## config.mk

```make
export PLATFORM = sky130hd
export DESIGN_NAME = data_sync_ctrl
export DESIGN_NICKNAME = d
export VERILOG_FILES = /design/src/rtl/data_sync_pkg.sv /design/src/rtl/data_sync_ctrl_req_sync_chain.sv /design/src/rtl/data_sync_ctrl.sv
export SDC_FILE = /design/constraint.sdc
export NUM_CORES = 1
export LEC_CHECK = 0
export ABC_AREA = 1
export BUFFER_PORTS_ARGS = -buffer_cell sky130_fd_sc_hd__buf_2
export CAP_MARGIN = 20
export CORE_UTILIZATION = 40
export CTS_CLUSTER_DIAMETER = 150
export DETAILED_ROUTE_END_ITERATION = 6
export PLACE_DENSITY = 0.72
export SYNTH_ARGS = -nofsm -noshare
export SYNTH_HDL_FRONTEND = slang
export SYNTH_SLANG_ARGS = --single-unit
export TNS_END_PERCENT = 100
```

## constraint.sdc

```tcl
create_clock -name CLK -period 1 [get_ports CLK]
set_input_delay 0.1 -clock CLK [delete_from_list [all_inputs] [get_ports CLK]]
set_output_delay 0.1 -clock CLK [all_outputs]
set_load 0.05 [all_outputs]
```

## src/rtl/data_sync_pkg.sv

```systemverilog
// Shared types and limits for the toggle-handshake CDC receiver.
// Provides the FSM state encoding and the synchroniser depth range check.
package data_sync_pkg;

  typedef enum logic {
    ST_IDLE = 1'b0,
    ST_HOLD = 1'b1
  } state_t;

  localparam int NUM_STAGES_MIN = 2;
  localparam int NUM_STAGES_MAX = 4;

  function automatic bit stages_ok(input int n);
    return (n >= NUM_STAGES_MIN) && (n <= NUM_STAGES_MAX);
  endfunction

endpackage

```

## src/rtl/data_sync_ctrl_req_sync_chain.sv

```systemverilog
// Multi-flop synchroniser for an asynchronous level/toggle signal.
// Ports: CLK, RST (async high), D (async input), Q (synchronised output).
module req_sync_chain #(
  parameter int NUM_STAGES = 2,
  parameter int WIDTH      = 1
) (
  input  logic             CLK,
  input  logic             RST,
  input  logic [WIDTH-1:0] D,
  output logic [WIDTH-1:0] Q
);

  logic [WIDTH-1:0] ff [NUM_STAGES];

  always_ff @(posedge CLK or posedge RST) begin
    if (RST) begin
      for (int i = 0; i < NUM_STAGES; i++)
        ff[i] <= '0;
    end else begin
      ff[0] <= D;
      for (int i = 1; i < NUM_STAGES; i++)
        ff[i] <= ff[i-1];
    end
  end

  assign Q = ff[NUM_STAGES-1];

endmodule

```

## src/rtl/data_sync_ctrl.sv

```systemverilog
// Destination side of a 2-phase toggle CDC: captures the source bus,
// presents it on VALID/READY, returns ACK_TGL, flags overruns, counts words.
// Ports: CLK, RST, UNSYNC_BUS, REQ_TGL in; SYNC_BUS, VALID, ACK_TGL,
// BUSY, OVERRUN, XFER_CNT out; READY, CLR_OVR in.
module data_sync_ctrl
  import data_sync_pkg::*;
#(
  parameter int NUM_STAGES = 2,
  parameter int BUS_WIDTH  = 8,
  parameter int CNT_WIDTH  = 8
) (
  input  logic                 CLK,
  input  logic                 RST,
  input  logic [BUS_WIDTH-1:0] UNSYNC_BUS,
  input  logic                 REQ_TGL,
  output logic [BUS_WIDTH-1:0] SYNC_BUS,
  output logic                 VALID,
  input  logic                 READY,
  output logic                 ACK_TGL,
  output logic                 BUSY,
  output logic                 OVERRUN,
  input  logic                 CLR_OVR,
  output logic [CNT_WIDTH-1:0] XFER_CNT
);

  if (!stages_ok(NUM_STAGES)) begin : g_bad_stages
    $error("data_sync_ctrl: NUM_STAGES out of range 2..4");
  end

  logic   req_s;
  logic   req_d;
  logic   req_edge;
  state_t state_q;
  state_t state_d;
  logic   capture;
  logic   consume;
  logic   ovr_set;

  req_sync_chain #(
    .NUM_STAGES(NUM_STAGES),
    .WIDTH     (1)
  ) u_req_sync (
    .CLK(CLK),
    .RST(RST),
    .D  (REQ_TGL),
    .Q  (req_s)
  );

  assign req_edge = req_s ^ req_d;

  always_ff @(posedge CLK or posedge RST) begin
    if (RST) state_q <= ST_IDLE;
    else     state_q <= state_d;
  end

  always_comb begin
    state_d = state_q;
    capture = 1'b0;
    consume = 1'b0;
    ovr_set = 1'b0;
    unique case (state_q)
      ST_IDLE: begin
        if (req_edge) begin
          capture = 1'b1;
          state_d = ST_HOLD;
        end
      end
      ST_HOLD: begin
        // An edge here is a new word the source sent too early; drop it.
        ovr_set = req_edge;
        if (READY) begin
          consume = 1'b1;
          state_d = ST_IDLE;
        end
      end
    endcase
  end

  always_ff @(posedge CLK or posedge RST) begin
    if (RST) begin
      req_d    <= 1'b0;
      SYNC_BUS <= '0;
      ACK_TGL  <= 1'b0;
      OVERRUN  <= 1'b0;
      XFER_CNT <= '0;
    end else begin
      req_d <= req_s;
      if (capture)
        SYNC_BUS <= UNSYNC_BUS;
      if (consume) begin
        ACK_TGL  <= ~ACK_TGL;
        XFER_CNT <= XFER_CNT + CNT_WIDTH'(1);
      end
      // Set has priority over clear.
      if (ovr_set)
        OVERRUN <= 1'b1;
      else if (CLR_OVR)
        OVERRUN <= 1'b0;
    end
  end

  assign VALID = (state_q == ST_HOLD);
  assign BUSY  = (state_q == ST_HOLD);

endmodule

```

==> results of run 1 <==
-- power groups by stage --
stage                     sequential [mW]  combinational (mW)  clock [mW]
after floorplan                      2.31               0.590           0
after global placement               1.43                1.92           0
after detailed placement             1.44                1.96           0
after CTS                            1.43                2.71       0.507
after global routing                 1.47                2.96       0.538
final                                1.44                2.79       0.493
-- worst paths after layout --
path                                            start                       to  slack (ns)  cells past startpoint
min in group asynchronous                         RST          req_d$_DFF_PP0_        0.35                      4
min                                             READY           BUSY$_DFF_PP0_        0.05                      2
max in group asynchronous                         RST  XFER_CNT[4]$_DFFE_PP0P_        0.42                      4
min reg2reg                u_req_sync.ff[1]$_DFF_PP0_   u_req_sync.Q$_DFF_PP0_        0.36                      0
max                           XFER_CNT[1]$_DFFE_PP0P_  XFER_CNT[1]$_DFFE_PP0P_       -0.12                      3
max reg2reg                   XFER_CNT[1]$_DFFE_PP0P_  XFER_CNT[1]$_DFFE_PP0P_       -0.12                      3
-- cell type report --
type / count / area (um^2) / area share [%]
repair buffers: 62 / 560.5 / 33.89
flip-flops and latches: 22 / 559.3 / 33.81
multi-input cells: 61 / 405.4 / 24.51
inverters: 12 / 57.56 / 3.480
clock buffers: 4 / 36.28 / 2.194
well taps: 28 / 35.03 / 2.118
-- per-layer routing --
| metal | track usage, % | vias to the layer above | share of wire [%] |
|---|---|---|---|
| li1 | - | 425 | - |
| met1 | 20.00 | 416 | 38 |
| met2 | 40.67 | 26 | 57 |
| met3 | 6.364 | 0 | 4.6 |
| met4 | 2.778 | 0 | 0 |
| met5 | 0 | - | 0 |
-- registers in the layout (all words and copies together) (netlist names) --
signal	count
SYNC_BUS	8
XFER_CNT	8
ACK_TGL	1
BUSY	1
OVERRUN	1
req_d	1
u_req_sync.Q	1
u_req_sync.ff	1
-- cell usage in the layout (no fill, tap or decap), types with 7 or more instances in the layout --
cell | synthesis | final
dfrtp_2 | 0 | 7
inv_1 | 11 | 9
nand2_2 | 2 | 10
dlygate4sd3_1 | 0 | 11
buf_4 | 1 | 16
buf_6 | 0 | 20
buf_2 | 0 | 12
nand2_1 | 34 | 26
dfrtp_1 | 22 | 15
-- stage by stage --
stage | hold WS, ns | utilization, % | std cells | setup TNS [ns] | worst slack [ns]
2_1_floorplan | 0.08874 | - | 95 | -1.156 | -0.1702
3_3_place_gp | 0.1450 | 53.89 | 159 | -0.4400 | -0.05497
3_5_place_dp | 0.1537 | 53.89 | 159 | -0.7796 | -0.08758
4_1_cts | 0.06177 | 71.93 | 186 | -1.329 | -0.1220
5_1_grt | 0.04022 | 74.06 | 189 | -3.070 | -0.1514
6_report | 0.04831 | 74.06 | 189 | -1.668 | -0.1180
-- cell families (layout without fill, tap and decap cells) --
| group | count (synthesis) | after routing | synth area share [%] |
|---|---|---|---|
| AND/OR/NAND/NOR | 50 | 51 | 26.81 |
| flip-flops | 22 | 22 | 57.82 |
| buffers and inverters | 13 | 78 | 5.519 |
| XOR/XNOR | 5 | 5 | 5.389 |
| AO/OA/AOI/OAI | 3 | 3 | 1.576 |
| adder cells (fa/ha/maj) | 1 | 1 | 1.314 |
| multiplexers | 1 | 1 | 1.576 |
-- worst max-delay path: stages (launching register included) --
cell and delay, ns:
dfrtp_2 0.45, buf_6 0.12, ha_4 0.19, mux2_4 0.26
-- repair_timing --
action	4_1_cts	5_1_grt
hold buffers	11	0
setup buffers	11	3
endpoints found under the setup margin	35	38
endpoints found under the hold margin	32	0
gates resized for setup	50	11
gates cloned	1	0
pin swaps	3	2
==> run metrics, run 1 <==
status finished with violations; failing checks negative setup slack; die area around 2600 um^2; final hold viol count 0; count of cell types in the netlist 22; dominant cell by count in the synthesized netlist nand2_1; Clock Power Share a little over a tenth; Iter 0 DRT Violations 11; Critical Path Start Type flip-flop; Power Dens Cells 2855 nW/um^2; Syn Inst Count 95; total track usage between 20% and 30%; critical path peak fanout 3; clock slew seen by the registers of the worst setup and hold paths between 0.1 and 0.15 ns; worst-margin pin slew approximately 0.27 ns; share of cells above drive strength 1 between 50% and 60%; Worst EP required roughly 1.2 ns; core area ~2200 um^2; Final ANT Viol Nets 0; pin count of the biggest net entering global routing 23; clk_skew 0.001386 ns; Power Total 4.722 mW; CTS tree done; Final period util 111.8%; Net count, final 176; number of synthesis warnings 0; total CTS buffers 3; Setup violations, final 25; combinational power share 59.2%; Commonest cells post-synth nand2_1 (34), dfrtp_1 (22), inv_1 (11); routed vias/inst around 4.6; clock sink count 22; maximum root-to-sink buffer count 2; unrepaired setup endpoints after global routing yes; Crit Path Category reg2reg; Post-Syn Area per Cell about 10 um^2; placer's final routability congestion estimate just over 0.7; hpwl dp around 1300 um; Detailed Route WL ~2300 um; top cells by area, synth dfrtp_1 (58%), nand2_1 (13%), inv_1 (4.3%); sequential-to-total area share from yosys stat approximately 58%; P_int 2.583 mW; leading area contributor after synthesis dfrtp_1; DR pass1 iterations 3; Leak roughly 0.86 nW; drt wl/cell approximately 12 um; first-pass GRT wire length 3795 um; Area Growth Syn to Fin 73.72%; Worst slew margin between 80% and 90%; Die X roughly 51 um; Overflow after GRT 0; # diodes 0; Max Transition Viols Final 0; Final min period approximately 1.1 ns; placed cell area about 1200 um^2; Residual DRC 0; Starting Density 42.63%; Max Clock Freq ~0.89 GHz; switching part of the total a little under half; Min-Delay Path Class in2reg; clock latency on the worst-skew pair 0.31 ns; num rows 17; Flop pwr share between 30% and 40%; asr flop ratio synth 100.0%; Finished Cell Area around 1700 um^2; Post-synth EDFFs 0; I/O pin cnt 33; Root Driver clkbuf_4; Yosys reg bits 22; P_sw around 2.1 mW; commonest register cell after synthesis dfrtp_1; area share of the largest cell type after synthesis 57.82%; vias in the first global route 891; Max-Cap Viols 0; synthesized area between 900 and 1000 um^2; Arr. time, crit path between 1 and 1.5 ns; initial antenna violation count 0; Worst VDD drop ~0.0023 V; Worst setup EP type flip-flop; Fillers between 150 and 200; vias around 870; Synthesized Nets ~110; post-route setup slack -0.1180 ns; chip height about 50 um; Buffers on Ports 32; H-tree depth 1
(Power assumes the default switching activity.)
==> run 2: changes to the inputs <==
- CORE_ASPECT_RATIO: default -> 1.1
- CTS_BUF_LIST: default -> sky130_fd_sc_hd__clkbuf_4
- SKIP_LAST_GASP: default -> 1
==> run 2 against run 1 <==
  * The run still ends with negative setup slack left
  * Largest power group unchanged
  * Via count is 0.12% higher
  * Setup slack worse by 0.021 ns
  * Clock power is 7.3% lower
  * Critical path type is now reg2out
  * Sequential power about the same
  * Final cell count grew 2.1%
  * Highest routed layer is now met4
  * Non-clock buffer count increased by 2
  * Die area is essentially flat
  * Combinational power increased by 3%
  * Maximum frequency fell by 1.8%
==> run metrics, run 2 (synthesis gave the netlist of run 1 again) <==
clock latency on the worst-skew pair 0.31 ns (about the same); first-pass GRT wire length 3808 um (+0.34%); total track usage 20.20% (+0.050 points); Top Registers SYNC_BUS (8), XFER_CNT (8); Power Dens Cells 2813 nW/um^2 (-1.4%); critical path peak fanout 3 (unchanged); Starting Density 42.28% (-0.36 points); Max-Cap Viols 0 (unchanged); Root Driver clkbuf_4; final hold viol count 0 (unchanged); Worst slew margin 81.42% (-0.38 points); Die X 48.52 um (-4.5%); DR pass1 iterations 3 (unchanged); Detailed Route WL 2384 um (+4.2%); H-tree depth 1 (unchanged); post-route setup slack -0.1388 ns (-0.02086 ns); initial antenna violation count 0 (unchanged); Area Growth Syn to Fin 78.32%; Max Transition Viols Final 0 (unchanged); pin count of the biggest net entering global routing 23 (unchanged); vias in the first global route 870 (-2.4%); Iter 0 DRT Violations 3 (-8); share of cells above drive strength 1 55.21% (+1.8 points); CTS tree done; final setup TNS -2.017 ns (-0.3489 ns); Worst EP required 0.90 ns (-0.31 ns); failing checks negative setup slack; leading cell type in the layout, fill and taps excluded nand2_1; Arr. time, crit path 1.04 ns (-0.29 ns); drt wl/cell 12.35 um (+2.0%); maximum root-to-sink buffer count 2 (unchanged); Residual DRC 0 (unchanged); die area 2580 um^2 (about the same); Min-Delay Path Class in2reg; Max stage delay on crit path 0.45 ns (about the same); CP cell instances buf_6 -> buf_8; Worst VDD drop 0.002221 V (-4.2%); Overflow after GRT 0 (unchanged); Final min period 1.139 ns (+0.02086 ns); Worst setup EP type primary output; # diodes 0 (unchanged); Leak 0.8765 nW (+2.1%); Min Hold Slack 0.04599 ns (-0.002318 ns); unrepaired setup endpoints after global routing yes; Critical Path Start Type flip-flop; slowest CP cell dfrtp_2; total CTS buffers 3 (unchanged); I/O pin cnt 33 (unchanged); Final ANT Viol Nets 0 (unchanged); clock slew seen by the registers of the worst setup and hold paths 0.13 ns (about the same); clock sink count 22 (unchanged); Fillers 149 (-5.1%); vias 868 (+0.12%); worst-margin pin slew 0.2786 ns (+0.005687 ns); Crit Path Category reg2out; hpwl dp 1276 um (-3.1%); chip height 53.17 um (+4.7%); clk_skew 0.01460 ns (+0.01321 ns); routed vias/inst 4.497 (-2.0%); commonest cells after routing, fill and taps aside nand2_1 (27), buf_6 (21), buf_4 (16); status finished with violations; Final period util 113.9% (+2.1 points); Max Clock Freq 0.8781 GHz (-1.8%); Net count, final 178 (+1.1%); fin util 75.39% (+1.3 points); Buffers on Ports 32 (unchanged); num rows 18 (+1); placer's final routability congestion estimate 0.7016 (-3.1%); Setup violations, final 24 (-4.0%); core area 2252 um^2 (+0.84%)
## run 2: layer usage
metal	vias up	GRT usage, %	wire, um
met1	409	21.88	941
met3	4	4.023	79
li1	428	-	-
met4	0	7.353	34
met2	27	39.44	1328
met5	-	0	0
## run 2: repair_timing
item	CTS	global route
pin swaps	4	4
gates resized for setup	50	19
setup endpoints to repair	34	38
hold buffers	11	0
buffers inserted	10	6
cloned	1	0
hold endpoints to repair	32	0
## run 2: power by group
part | total, mW | switching [mW] | internal [mW] | leakage (nW)
combinational | 2.88 | 1.63 | 1.25 | 0.601
sequential | 1.44 | 0.264 | 1.17 | 0.257
clock | 0.457 | 0.274 | 0.183 | 0.0184
## run 2: critical path, delay by kind of cell, from the launching register on
family | cells | cell delay (ns)
flops | 1 | 0.45
buf+inv | 2 | 0.27
## run 2: final cells by class
cell class	instances	area [um^2]	area share, %
repair buffers	64	586.8	34.56
multi-input cells	61	424.2	24.98
inverters	12	60.06	3.537
flip-flops and latches	22	559.3	32.94
well taps	30	37.54	2.211
clock buffers	4	30.03	1.769
## run 2: through the flow
step | area (um^2) | setup WS (ns) | power, mW | instances
final | 1698 | -0.1388 | 4.777 | 193
after global routing | 1698 | -0.1909 | 5.008 | 193
after CTS | 1590 | -0.1158 | 4.549 | 187
after detailed placement | 1206 | -0.08320 | 3.382 | 161
after global placement | 1206 | -0.05660 | 3.346 | 161
after floorplan | 978.4 | -0.1702 | 2.903 | 95
## run 2: final timing paths
check                                      startpoint                      end  slack (ns)  cells after the start
max in group asynchronous                         RST  XFER_CNT[5]$_DFFE_PP0P_        0.38                      4
min in group asynchronous                         RST  SYNC_BUS[2]$_DFFE_PP0P_        0.36                      4
max reg2reg                   XFER_CNT[1]$_DFFE_PP0P_  XFER_CNT[1]$_DFFE_PP0P_       -0.13                      3
min reg2reg                u_req_sync.ff[1]$_DFF_PP0_   u_req_sync.Q$_DFF_PP0_        0.37                      0
max                                    BUSY$_DFF_PP0_                     BUSY       -0.14                      2
min                                             READY           BUSY$_DFF_PP0_        0.05                      2
==> run 3: changes to the inputs <==
- ABC_AREA: 1 -> 0
- PLACE_DENSITY: 0.72 -> 0.73
==> run 3 against run 2 <==
  * The flow still finishes with violations (negative setup slack)
  * Area after synthesis fell by 7.1%
  * Final cell count fell by 20%
  * Die area fell by 6.8%
  * First-iteration DRC count rose by 33%
  * Sequential share of layout area rose by 0.74 points
  * Sequential power rose by 3%
  * Worst hold slack got worse by 0.033 ns
  * Via count fell by 20%
  * Combinational power rose by 15%
  * Total power rose by 9.5%
  * Clock power fell by 9.2%
  * Design area fell by 2.2%
  * Largest power group unchanged
==> run metrics, run 3 <==
Overflow after GRT 0 (unchanged); dominant cell by count in the synthesized netlist dfrtp_1; Synth Area in Adders 1.414% (+0.10 points); Power Dens Cells 3151 nW/um^2 (+12%); area share of the largest cell type after synthesis 62.23% (+4.4 points); count of cell types in the netlist 18 (-18%); Critical Path Start Type flip-flop; Iter 0 DRT Violations 4 (+1); core area 2042 um^2 (-9.3%); clock sink count 22 (unchanged); Compound-Gate Fraction of Synth Area 1.414% (-0.16 points); Setup violations, final 25 (+4.2%); post-route setup slack -0.3163 ns (-0.1775 ns); Commonest cells post-synth dfrtp_1 (22), mux2_4 (8), xor2_1 (6); Net count, final 141 (-21%); Yosys reg bits 22 (unchanged); commonest register cell after synthesis dfrtp_1; metal3 WL 134 um (+70%); Die X 46.84 um (-3.5%); routed vias/inst 4.506 (+0.20%); # diodes 0 (unchanged); Leak 0.8338 nW (-4.9%); Max-Cap Viols 0 (unchanged); Area Growth Syn to Fin 87.69%; reg-to-reg endpoint SYNC_BUS[2]$_DFFE_PP0P_; Final ANT Viol Nets 0 (unchanged); placed cell area 1180 um^2 (-2.2%); Max Clock Freq 0.7597 GHz (-13%); Final min period 1.316 ns (+0.1775 ns); critical path peak fanout 8 (+5); placer's final routability congestion estimate 0.7567 (+7.9%); Starting Density 43.32% (+1.0 points); pin count of the biggest net entering global routing 23 (unchanged); Synth Area in XOR/XNOR 8.911% (+3.5 points); r2r setup slk -0.32 ns (-0.19 ns); main combinational cell family by area after synthesis multiplexers; commonest cells after routing, fill and taps aside buf_6 (24), buf_4 (17), dfrtp_1 (15); crit path to SYNC_BUS[2]$_DFFE_PP0P_; Top Registers SYNC_BUS (8), XFER_CNT (8); Power Total 5.231 mW (+9.5%); Crit Path Category reg2reg; I/O pin cnt 33 (unchanged); status finished with violations; Detailed Route WL 2142 um (-10%); Synth Area in Simple Gates 8.204% (-19 points); Post-Syn Area per Cell 14.50 um^2 (+45%); Worst slew margin 81.11% (-0.31 points); unrepaired setup endpoints after global routing yes; met2 routed WL 1141 um (-14%); Synthesized Nets 75 (-31%); drt wl/cell 13.91 um (+13%); Residual DRC 0 (unchanged); vias 694 (-20%); total CTS buffers 3 (unchanged); failing checks negative setup slack; r2r worst-path depth 4 (+1); fin util 81.31% (+5.9 points); share of cells above drive strength 1 73.02% (+18 points); post-synthesis mux area share 14.85% (+13 points); top cells by area, synth dfrtp_1 (62%), mux2_4 (14%), xor2_1 (5.9%); Final period util 131.6% (+18 points); synthesized area 884.6 um^2 (-7.1%); number of synthesis warnings 0 (unchanged); Worst EP required 1.20 ns (+0.30 ns); Finished Cell Area 1660 um^2 (-2.2%); CTS tree done; maximum root-to-sink buffer count 2 (unchanged); num rows 17 (-1); Worst setup EP type flip-flop; asr flop ratio synth 100.0% (unchanged); Syn Inst Count 61 (-36%); Buffers on Ports 32 (unchanged); leading cell type in the layout, fill and taps excluded buf_6; FF-to-FF Start u_req_sync.Q$_DFF_PP0_; initial antenna violation count 0 (unchanged); hpwl dp 1075 um (-16%); DR top layer met4; wl on met1 844 um (-10%); final hold viol count 0 (unchanged); Arr. time, crit path 1.52 ns (+0.48 ns); die area 2404 um^2 (-6.8%); sequential-to-total area share from yosys stat 62.23% (+4.4 points); Worst VDD drop 0.002532 V (+14%); chip height 51.32 um (-3.5%); total track usage 18.77% (-1.4 points); Post-synth EDFFs 0 (unchanged); worst-margin pin slew 0.2833 ns (+0.004690 ns); leading area contributor after synthesis dfrtp_1; clock slew seen by the registers of the worst setup and hold paths 0.13 ns (about the same); DR pass1 iterations 2 (-1); clock latency on the worst-skew pair 0.31 ns (about the same); Max Transition Viols Final 0 (unchanged); H-tree depth 1 (unchanged); dpl ws -0.2926 ns (-0.2094 ns); first-pass GRT wire length 3146 um (-17%); Root Driver clkbuf_4; Min-Delay Path Class in2reg; Setup crit start u_req_sync.Q$_DFF_PP0_; vias in the first global route 696 (-20%); clk_skew 0.01086 ns (-0.003741 ns)
## run 3: changes by cell type in the layout (fill, tap and decap cells not counted), moves of 3 or more
cell           before  now
inv_1               9    2
mux2_4              1    9
buf_6              21   24
nand3_2             3    0
xor2_1              2    6
dlygate4sd3_1      11    3
nand2_1            27    3
nand2_2             9    1
## run 3: power breakdown
| group | leakage (nW) | switching (mW) | internal, mW |
|---|---|---|---|
| logic | 0.561 | 1.72 | 1.61 |
| registers | 0.257 | 0.299 | 1.19 |
| clock network | 0.0154 | 0.269 | 0.146 |
## run 3: through the flow
step / hold WS, ns / instances / TNS (ns)
finish: 0.01269 / 154 / -3.754
global route: 0.001324 / 154 / -5.146
CTS: 0.01333 / 147 / -3.518
detailed placement: 0.1507 / 129 / -2.704
global placement: 0.1404 / 129 / -2.432
floorplan: 0.08874 / 61 / -3.739
## run 3: what timing repair did
item                                   CTS  global route
pin swaps                                8             7
cloned                                   0             0
setup endpoints to repair               35            39
hold buffers                             3             0
resized for setup                       59            16
buffers inserted                        11             8
endpoints found under the hold margin   24             0
## run 3: cell type report
| cell class | count | area [um^2] |
|---|---|---|
| fill | 125 | 381.6 |
| clock buffer | 3 | 22.52 |
| sequential | 22 | 559.3 |
| multi-input combinational | 35 | 434.2 |
| tap | 28 | 35.03 |
| timing repair buffer | 63 | 598.1 |
| inverter | 2 | 7.507 |
| clock inverter | 1 | 3.754 |
## run 3: cell families (layout without fill, tap and decap cells)
family / Yosys count / count (layout)
flops: 22 / 22
simple gates: 14 / 14
buf+inv: 4 / 69
compound gates: 2 / 2
fa+ha+maj: 1 / 1
xor+xnor: 9 / 9
mux: 9 / 9
## run 3: worst min path at each step
stage                              endpoint  depth (start not counted)  slack, ns          start
CTS                 SYNC_BUS[6]$_DFFE_PP0P_                          2       0.01  UNSYNC_BUS[6]
global route        SYNC_BUS[3]$_DFFE_PP0P_                          2      0.001  UNSYNC_BUS[3]
floorplan               ACK_TGL$_DFFE_PP0P_                          1       0.09            RST
finish              SYNC_BUS[3]$_DFFE_PP0P_                          2       0.01  UNSYNC_BUS[3]
global placement    SYNC_BUS[5]$_DFFE_PP0P_                          3       0.14            RST
detailed placement  SYNC_BUS[5]$_DFFE_PP0P_                          3       0.15            RST
## run 3: layer usage
| metal | GRT usage [%] | vias to the layer above |
|---|---|---|
| met5 | 0 | - |
| met4 | 7.143 | 0 |
| met3 | 3.887 | 4 |
| met2 | 31.94 | 28 |
| met1 | 22.48 | 333 |
| li1 | - | 329 |
## run 3: critical path: stages (launching register included)
cell	delay, ns
dfrtp_1	0.41
xor2_1	0.18
and2b_1	0.19
buf_12	0.14
mux2_4	0.29
